===== src/rtl/fifo_arb_pkg.sv =====
// Shared types and default parameters for the FIFO write-port arbiter.
package fifo_arb_pkg;

  typedef enum logic [1:0] {
    ARB_IDLE  = 2'd0,
    ARB_GRANT = 2'd1,
    ARB_STALL = 2'd2
  } arb_state_e;

  localparam int unsigned N_REQ_DEF      = 4;
  localparam int unsigned DATA_WIDTH_DEF = 16;
  localparam int unsigned BURST_LEN_DEF  = 2;

endpackage


===== src/rtl/rr_priority_picker.sv =====
// Combinational round-robin scan: first set request at or after start, with wrap.
module rr_priority_picker #(
  parameter  int unsigned N_REQ = 4,
  localparam int unsigned IW    = $clog2(N_REQ)
) (
  input  logic [N_REQ-1:0] req,
  input  logic [IW-1:0]    start,
  output logic [IW-1:0]    idx,
  output logic             valid
);

  logic [IW:0] j;

  always_comb begin
    idx   = '0;
    valid = 1'b0;
    j     = '0;
    for (int unsigned k = 0; k < N_REQ; k++) begin
      j = {1'b0, start} + (IW+1)'(k);
      if (j >= (IW+1)'(N_REQ)) j = j - (IW+1)'(N_REQ);
      if (!valid && req[IW'(j)]) begin
        idx   = IW'(j);
        valid = 1'b1;
      end
    end
  end

endmodule


===== src/rtl/fifo_wr_arbiter.sv =====
// Round-robin arbiter sharing one registered FIFO write port among N_REQ producers,
// with per-owner burst lock, full/almost-full throttling and sticky error flags.
module fifo_wr_arbiter
  import fifo_arb_pkg::*;
#(
  parameter  int unsigned N_REQ      = N_REQ_DEF,
  parameter  int unsigned DATA_WIDTH = DATA_WIDTH_DEF,
  parameter  int unsigned BURST_LEN  = BURST_LEN_DEF,
  localparam int unsigned OW         = $clog2(N_REQ),
  localparam int unsigned BW         = $clog2(BURST_LEN + 1)
) (
  input  logic                        clk,
  input  logic                        rst,
  input  logic [N_REQ-1:0]            req,
  input  logic [N_REQ*DATA_WIDTH-1:0] req_data,
  output logic [N_REQ-1:0]            gnt,
  output logic                        fifo_wr_en,
  output logic [DATA_WIDTH-1:0]       fifo_data_in,
  input  logic                        fifo_full,
  input  logic                        fifo_almostfull,
  input  logic                        fifo_wr_ack,
  input  logic                        fifo_overflow,
  output logic [OW-1:0]               owner,
  output logic                        busy,
  output logic                        err_overflow,
  output logic                        err_ack
);

  arb_state_e    state_q, state_d;
  logic [OW-1:0] owner_q, owner_d;
  logic [BW-1:0] beat_q, beat_d;
  logic [OW-1:0] start, pick_idx, eff_owner;
  logic          any_req, can_issue, rotate, issue;
  logic          wr_en_q;

  rr_priority_picker #(.N_REQ(N_REQ)) u_pick (
    .req   (req),
    .start (start),
    .idx   (pick_idx),
    .valid (any_req)
  );

  // The almost-full term covers the write already registered on fifo_wr_en.
  assign can_issue = !fifo_full && !(fifo_almostfull && fifo_wr_en);
  assign rotate    = (state_q == ARB_IDLE) || !req[owner_q] || (beat_q == BW'(BURST_LEN));
  assign start     = (owner_q == OW'(N_REQ - 1)) ? '0 : owner_q + OW'(1);
  assign eff_owner = rotate ? pick_idx : owner_q;
  assign issue     = any_req && can_issue && !rst;
  assign gnt       = issue ? (N_REQ'(1) << eff_owner) : '0;

  assign owner = owner_q;
  assign busy  = (state_q != ARB_IDLE);

  // Next-state: a stall keeps the owner slot but neither counts nor rotates.
  always_comb begin
    state_d = state_q;
    owner_d = owner_q;
    beat_d  = beat_q;
    if (!any_req) begin
      state_d = ARB_IDLE;
      beat_d  = '0;
    end else if (can_issue) begin
      state_d = ARB_GRANT;
      owner_d = eff_owner;
      beat_d  = rotate ? BW'(1) : beat_q + BW'(1);
    end else begin
      state_d = ARB_STALL;
      owner_d = eff_owner;
      beat_d  = rotate ? '0 : beat_q;
    end
  end

  always_ff @(posedge clk) begin
    if (rst) begin
      state_q      <= ARB_IDLE;
      owner_q      <= OW'(N_REQ - 1);
      beat_q       <= '0;
      fifo_wr_en   <= 1'b0;
      fifo_data_in <= '0;
      wr_en_q      <= 1'b0;
      err_overflow <= 1'b0;
      err_ack      <= 1'b0;
    end else begin
      state_q    <= state_d;
      owner_q    <= owner_d;
      beat_q     <= beat_d;
      fifo_wr_en <= issue;
      if (issue) fifo_data_in <= req_data[eff_owner*DATA_WIDTH +: DATA_WIDTH];
      wr_en_q      <= fifo_wr_en;
      err_overflow <= err_overflow | fifo_overflow;
      err_ack      <= err_ack | (wr_en_q && !fifo_wr_ack);
    end
  end

endmodule

===== config.mk =====
export PLATFORM = sky130hd
export DESIGN_NAME = fifo_wr_arbiter
export DESIGN_NICKNAME = d
export VERILOG_FILES = /design/src/rtl/fifo_arb_pkg.sv /design/src/rtl/rr_priority_picker.sv /design/src/rtl/fifo_wr_arbiter.sv
export SDC_FILE = /design/constraint.sdc
export NUM_CORES = 1
export LEC_CHECK = 0
export ABC_AREA = 1
export CAP_MARGIN = 10
export CORE_UTILIZATION = 37
export CTS_BUF_LIST = sky130_fd_sc_hd__clkbuf_4 sky130_fd_sc_hd__clkbuf_8
export CTS_CLUSTER_DIAMETER = 40
export DETAILED_ROUTE_END_ITERATION = 6
export PLACE_DENSITY = 0.81
export SETUP_SLACK_MARGIN = 0.05
export SLEW_MARGIN = 20
export SYNTH_ARGS = -nofsm -noshare
export SYNTH_HDL_FRONTEND = slang
export SYNTH_SLANG_ARGS = --single-unit

===== constraint.sdc =====
create_clock -name clk -period 2.1 [get_ports clk]
set_input_delay 0.315 -clock clk [delete_from_list [all_inputs] [get_ports clk]]
set_output_delay 0.315 -clock clk [all_outputs]
set_load 0.03 [all_outputs]

==> results of run 1 <==
[layout by cell type, fill, tap and decap left out, types with 2 or more instances in the layout]
cell and count:
nand2_4 5, inv_4 2, nand4_1 4, dfxtp_4 2
nand3_2 13, a21oi_1 6, nor2_1 10, dfxtp_1 24
nand3_1 105, nor2_4 3, o21ai_0 3, clkdlybuf4s50_1 95
buf_6 7, inv_1 13, clkbuf_8 3, nand2_2 14
o211ai_1 2, inv_2 4, buf_12 3, nand2_1 72
nor3_4 4, buf_4 43
[report_power, final]
part	leakage, nW	switching (mW)	total [mW]	internal [mW]
Sequential	0.215	0.0755	0.712	0.637
Combinational	1.39	2.65	4.61	1.96
Clock	0.0357	0.168	0.424	0.255
[cell families after synthesis]
group / count (synthesis)
AO/OA/AOI/OAI: 15
buffers and inverters: 39
flip-flops: 26
AND/OR/NAND/NOR: 229
adder cells (fa/ha/maj): 2
[how the worst min path moves through the flow]
stage | cells past startpoint | endpoint | from | slack (ns)
after floorplan | 1 | err_ack$_SDFF_PP0_ | rst | 0.39
after global placement | 2 | wr_en_q$_SDFF_PP0_ | fifo_wr_en$_SDFF_PP0_ | 0.43
after detailed placement | 2 | wr_en_q$_SDFF_PP0_ | fifo_wr_en$_SDFF_PP0_ | 0.45
after CTS | 2 | wr_en_q$_SDFF_PP0_ | fifo_wr_en$_SDFF_PP0_ | 0.46
after global routing | 2 | wr_en_q$_SDFF_PP0_ | fifo_wr_en$_SDFF_PP0_ | 0.48
final | 2 | wr_en_q$_SDFF_PP0_ | fifo_wr_en$_SDFF_PP0_ | 0.45
[Yosys cell counts]
cell / instances / area, um2
nand3_2: 9 / 90.1
o21a_1: 1 / 7.51
ha_1: 2 / 25.0
clkbuf_1: 5 / 18.8
o21ai_1: 1 / 5.00
nor2_4: 1 / 11.3
o21ai_4: 1 / 16.3
inv_2: 5 / 18.8
nand2_2: 6 / 37.5
a31oi_1: 1 / 6.26
nand3_1: 109 / 546
o21ai_0: 3 / 15.0
inv_1: 13 / 48.8
buf_2: 8 / 40.0
nand2_1: 83 / 312
dfxtp_1: 26 / 521
o211ai_1: 2 / 15.0
inv_4: 1 / 6.26
nor3_1: 3 / 15.0
buf_6: 4 / 45.0
nand2_4: 1 / 11.3
a21oi_1: 6 / 30.0
nor3_2: 1 / 10.0
nand4_1: 4 / 25.0
buf_4: 2 / 15.0
nor2_1: 11 / 41.3
and2_4: 1 / 8.76
clkinv_1: 1 / 3.75
[worst max-delay path: stages, from the launching register on]
cell and delay [ns]:
dfxtp_4 0.37, ha_4 0.18, inv_2 0.10, nand2_4 0.07
nand2_1 0.07, nand2_2 0.08, buf_4 0.14, a31oi_2 0.19
nand2_2 0.08, buf_4 0.14, o21ai_4 0.24, nor3_4 0.08
buf_6 0.14
[state kept, by name (all words and copies together), names as in the netlist]
| register | flops |
|---|---|
| owner | 2 |
| fifo_wr_en | 1 |
| err_overflow | 1 |
| beat_q | 2 |
| state_q | 2 |
| fifo_data_in | 16 |
| err_ack | 1 |
| wr_en_q | 1 |
[per-layer routing]
metal,vias to the layer above,wire length (um),global-route usage [%]
li1,1325,-,-
met1,1234,2810,31.6
met2,113,3600,42.5
met3,10,587,5.15
met4,0,105,9.43
met5,-,0,0
[layout make-up]
cell class | instances | area share [%]
multi-input cells | 248 | 38.8
clock buffers | 3 | 1.16
well taps | 70 | 2.46
inverters | 20 | 2.25
repair buffers | 148 | 39.7
flip-flops and latches | 26 | 14.8
clock inverters | 1 | 0.844
[stage by stage]
step,setup WS [ns],util (%),std cells
after floorplan,-0.194,-,311
after detailed placement,-0.357,64.8,498
after CTS,-0.393,68.3,510
after global routing,-0.534,70.1,516
final,-0.412,70.1,516
after global placement,-0.297,64.8,498
[what timing repair did]
| item | 4_1_cts | 5_1_grt |
|---|---|---|
| setup buffers | 7 | 5 |
| cloned | 1 | 1 |
| endpoints found under the setup margin | 22 | 22 |
| gates resized for setup | 14 | 11 |
| pin swaps | 7 | 6 |
==> flow_metrics.tcl, run 1 <==
set metrics [dict create \
    status "complete, but fails checks" \
    violations "negative setup slack" \
    drt-wirelength-per-cell_um 13.8 \
    syn-mean-instance-area_um2 6.25 \
    synth_warnings 0 \
    drc 0 \
    drv_cap 0 \
    ir_worst_vdd_uv 1060 \
    p_leak_nw 1.65 \
    drt_iter0_drc 221 \
    cts.sinks 26 \
    ys_ff_latch 26 \
    slew_viol_final 0 \
    final.setup.worst_slack_ns -0.412 \
    port_buffers 99 \
    grt_pass1_wl_mm 10.6 \
    drive_gt1_share_pct 24.4 \
    grt_remaining_overflow 0 \
    grt_use_total_pct 25.2 \
    yosysSeqAreaShare_pct 26.8 \
    end_kind "output port" \
    crit_path_end "gnt[3]" \
    core_region_area_mm2 0.00507 \
    nNetsFinal 523 \
    arrival_ns 2.20 \
    worstReg2RegEnd "fifo_data_in[4]$_SDFFE_PP0P_" \
    diodes 0 \
    min_period_over_period_pct 120 \
    powerDensity_mw_per_mm2 1610 \
    syn-num-nets 387 \
    first_pass_iters 4 \
    synthAdderAreaFrac_pct 1.29 \
    tns_ns -6.87 \
    skew_ns 0.0113 \
    grt_max_degree 33 \
    syn_area_mm2 0.00194 \
    synth-compound-area-share_pct 4.89 \
    hold_viol 0 \
    cts_hold_buf 0 \
    antenna_found_initial 0 \
    crit_type "reg -> out" \
    multi_input_area_mm2 0.00138 \
    cts_tree "done" \
    slew_headroom_pct 73.0 \
    crit_fanout 5 \
    hold_path.class "reg -> reg" \
    r2r_cells 16 \
    clk_latency_ns 0.28 \
    worstReg2RegStart "owner[0]$_SDFFE_PP1N_" \
    vias 2682 \
    p_total_mw 5.74 \
    gp_congestion 0.904 \
    ys_types 28 \
    ios 100 \
    start_kind "flip-flop" \
    cts-buffers-inserted 3 \
    h-tree-depth 1 \
    syn2layout_area_growth_pct 83.1 \
    placed_cell_area_mm2 0.00329 \
    synth_simple_gate_area_share_pct 56.9 \
    regArea_um2 528 \
    worst_pin_slew_ns 0.405 \
    fillers 403 \
    cts-root-buf "clkbuf_8" \
    finalSetupViolCount 21 \
    clk_pin_slew_ns 0.10 \
    muxShareOfSynthArea_pct 0 \
    worstPathRequired_ns 1.78 \
    synth_xor_area_share_pct 0 \
    die_area_mm2 0.00555 \
    fin_crit_ns 2.51 \
    syn_inst 311 \
    critPathLaunch "owner[0]$_SDFFE_PP1N_" \
    final_area_mm2 0.00356 \
    viasPerCell 5.20 \
    routed_wl_mm 7.10 \
    clock_path_buffers 2 \
    fin_hold_ws_ns 0.449 \
    die_w_um 74.5 \
    grt_pass1_vias 2431 \
    max_freq_mhz 398 \
    synth_top_family_by_area "simple AND/OR/NAND/NOR gates" \
    rows 26 \
    rrSetupSlack_ns -0.36 \
    post-dp-hpwl_mm 5.30 \
    start_util_pct 38.3 \
    rsz0062_at_grt "yes" \
    die_h_um 74.5 \
    antenna_left 0 \
]
Power figures use the tool's default switching activity.
==> inputs of run 2 (changes only) <==
SLEW_MARGIN = unset   (was 20)
==> results of run 2 <==
The final DEF is identical to that of run 1; final timing and power are the same.
==> inputs of run 3 (changes only) <==
CELL_PAD_IN_SITES_DETAIL_PLACEMENT = 0   (was unset)
CELL_PAD_IN_SITES_GLOBAL_PLACEMENT = 1   (was unset)
CORE_UTILIZATION = 24   (was 37)
PLACE_DENSITY = 0.8   (was 0.81)
==> run 3 against run 2 <==
  * The flow still finishes with violations (negative setup slack)
  * Critical path type unchanged
  * Sequential cell count unchanged
  * Hold slack gained 0.0025 ns
  * Via count is 4.7% lower
  * Worst setup slack gained 0.028 ns
  * Highest routed layer unchanged
  * Clock-buffer cell count unchanged
  * Wire length increased by 2.7%
  * Clock skew fell by 0.0079 ns
  * First-iteration DRC count is 36% lower
  * Utilization down 23 points
==> flow_metrics.tcl, run 3 (synthesized netlist as in run 1, its figures left out) <==
set metrics [dict create \
    worstPathRequired_ns 1.78 \
    grt_use_total_pct 16.8 \
    cts.sinks 26 \
    drt-wirelength-per-cell_um 13.4 \
    clk_latency_ns 0.27 \
    h-tree-depth 1 \
    arrival_ns 2.17 \
    cts-root-buf "clkbuf_8" \
    p_leak_nw 1.63 \
    first_pass_iters 5 \
    regArea_um2 528 \
    slew_headroom_pct 76.4 \
    ios 100 \
    ir_worst_vdd_uv 719 \
    placed_cell_area_mm2 0.00332 \
    violations "negative setup slack" \
    largest_register_ffs 16 \
    path_cells "ha_4, buf_4, o21ai_1, nand2_1, nand2_2, nand2_2, nand4_1, inv_2, nor2_4, nand2_2, buf_4, nor3_4, buf_6" \
    slowest_stage "dfxtp_4" \
    final_area_mm2 0.00362 \
    status "complete, but fails checks" \
    hold_path.class "reg -> reg" \
    final_cells 543 \
    gp_congestion 0.922 \
    die_area_mm2 0.00847 \
    fillers 778 \
    layout_common_cells "nand3_1, clkdlybuf4s50_1, nand2_1" \
    slew_viol_final 0 \
    cts_hold_buf 0 \
    grt_remaining_overflow 0 \
    syn2layout_area_growth_pct 86.4 \
    die_w_um 92.0 \
    drive_gt1_share_pct 23.8 \
    skew_ns 0.00332 \
    crit_fanout 4 \
    antenna_found_initial 0 \
    diodes 0 \
    max_freq_mhz 403 \
    nNetsFinal 518 \
    cts-buffers-inserted 3 \
    cts_tree "done" \
    end_kind "output port" \
    post-dp-hpwl_mm 5.27 \
    fin_crit_ns 2.48 \
    clk_pin_slew_ns 0.09 \
    crit_type "reg -> out" \
    vias 2557 \
    rsz0062_at_grt "yes" \
    grt_pass1_wl_mm 11.2 \
    finalSetupViolCount 21 \
    critPathMaxStageDelay_ns 0.37 \
    multi_input_area_mm2 0.00138 \
    min_period_over_period_pct 118 \
    port_buffers 99 \
    final.setup.worst_slack_ns -0.384 \
    drt_iter0_drc 141 \
    antenna_left 0 \
    worst_pin_slew_ns 0.350 \
    core_region_area_mm2 0.00777 \
    drv_cap 0 \
    utilization_pct 46.6 \
    final_common_cell "nand3_1" \
    placedCellCount 527 \
    drc 0 \
    start_kind "flip-flop" \
    path_common_cell "nand2_2" \
    powerDensity_mw_per_mm2 1610 \
    clock_path_buffers 2 \
    preCtsSetupSlack_ns -0.383 \
    start_util_pct 25.0 \
    die_h_um 92.0 \
    viasPerCell 4.71 \
    grt_pass1_vias 2356 \
    grt_max_degree 33 \
    regMostFlops "fifo_data_in" \
    rows 32 \
    routed_wl_mm 7.29 \
    hold_viol 0 \
]
==> run 3: cell count changes in the layout (fill, tap and decap cells not counted), sizes merged <==
cell   before  now
buf        53   49
nand2      91   90
==> run 3: per-stage QoR <==
stage | hold slack [ns] | TNS (ns) | power, mW
6_report | 0.452 | -5.38 | 5.83
5_1_grt | 0.487 | -8.70 | 6.33
4_1_cts | 0.456 | -4.93 | 5.61
3_5_place_dp | 0.440 | -7.25 | 4.77
3_3_place_gp | 0.444 | -6.34 | 4.74
2_1_floorplan | 0.387 | -0.536 | 3.57
==> run 3: layer usage <==
layer	vias to the layer above	part of all wire, %	global-route usage, %
met1	1134	44	21.8
met4	0	1.4	3.65
met3	8	6.9	3.07
met2	107	48	28.8
li1	1308	-	-
met5	-	0	0
==> run 3: final timing paths <==
path | slack [ns] | cells past startpoint | start | end
max | -0.38 | 13 | owner[0]$_SDFFE_PP1N_ | gnt[3]
min reg2reg | 0.45 | 2 | fifo_wr_en$_SDFF_PP0_ | wr_en_q$_SDFF_PP0_
min | 0.45 | 2 | fifo_wr_en$_SDFF_PP0_ | wr_en_q$_SDFF_PP0_
max reg2reg | -0.26 | 16 | owner[0]$_SDFFE_PP1N_ | fifo_data_in[4]$_SDFFE_PP0P_
==> run 3: worst max-delay path, delay by kind of cell (launching register included) <==
| family | cells | cell delay [ns] |
|---|---|---|
| and+or+nand+nor | 7 | 0.73 |
| buffers and inverters | 4 | 0.50 |
| DFF | 1 | 0.37 |
| adders and majority gates | 1 | 0.19 |
| AOI/OAI and AO/OA | 1 | 0.11 |
==> run 3: cell type report <==
class | count | area share [%]
flip-flops and latches | 26 | 14.6
clock buffers | 3 | 1.14
multi-input cells | 247 | 37.9
inverters | 20 | 2.21
repair buffers | 144 | 39.8
well taps | 102 | 3.52
clock inverters | 1 | 0.829
==> run 3: timing repair <==
| item | CTS | global route |
|---|---|---|
| setup buffers | 8 | 3 |
| cloned | 1 | 0 |
| pin swaps | 17 | 2 |
| gates resized for setup | 30 | 10 |
| setup endpoints to repair | 23 | 23 |
==> run 3: power by group <==
part	internal, mW	total, mW	switching, mW
clock	0.255	0.414	0.159
sequential	0.637	0.713	0.0766
combinational	2.03	4.70	2.67
total	2.92	5.83	2.91
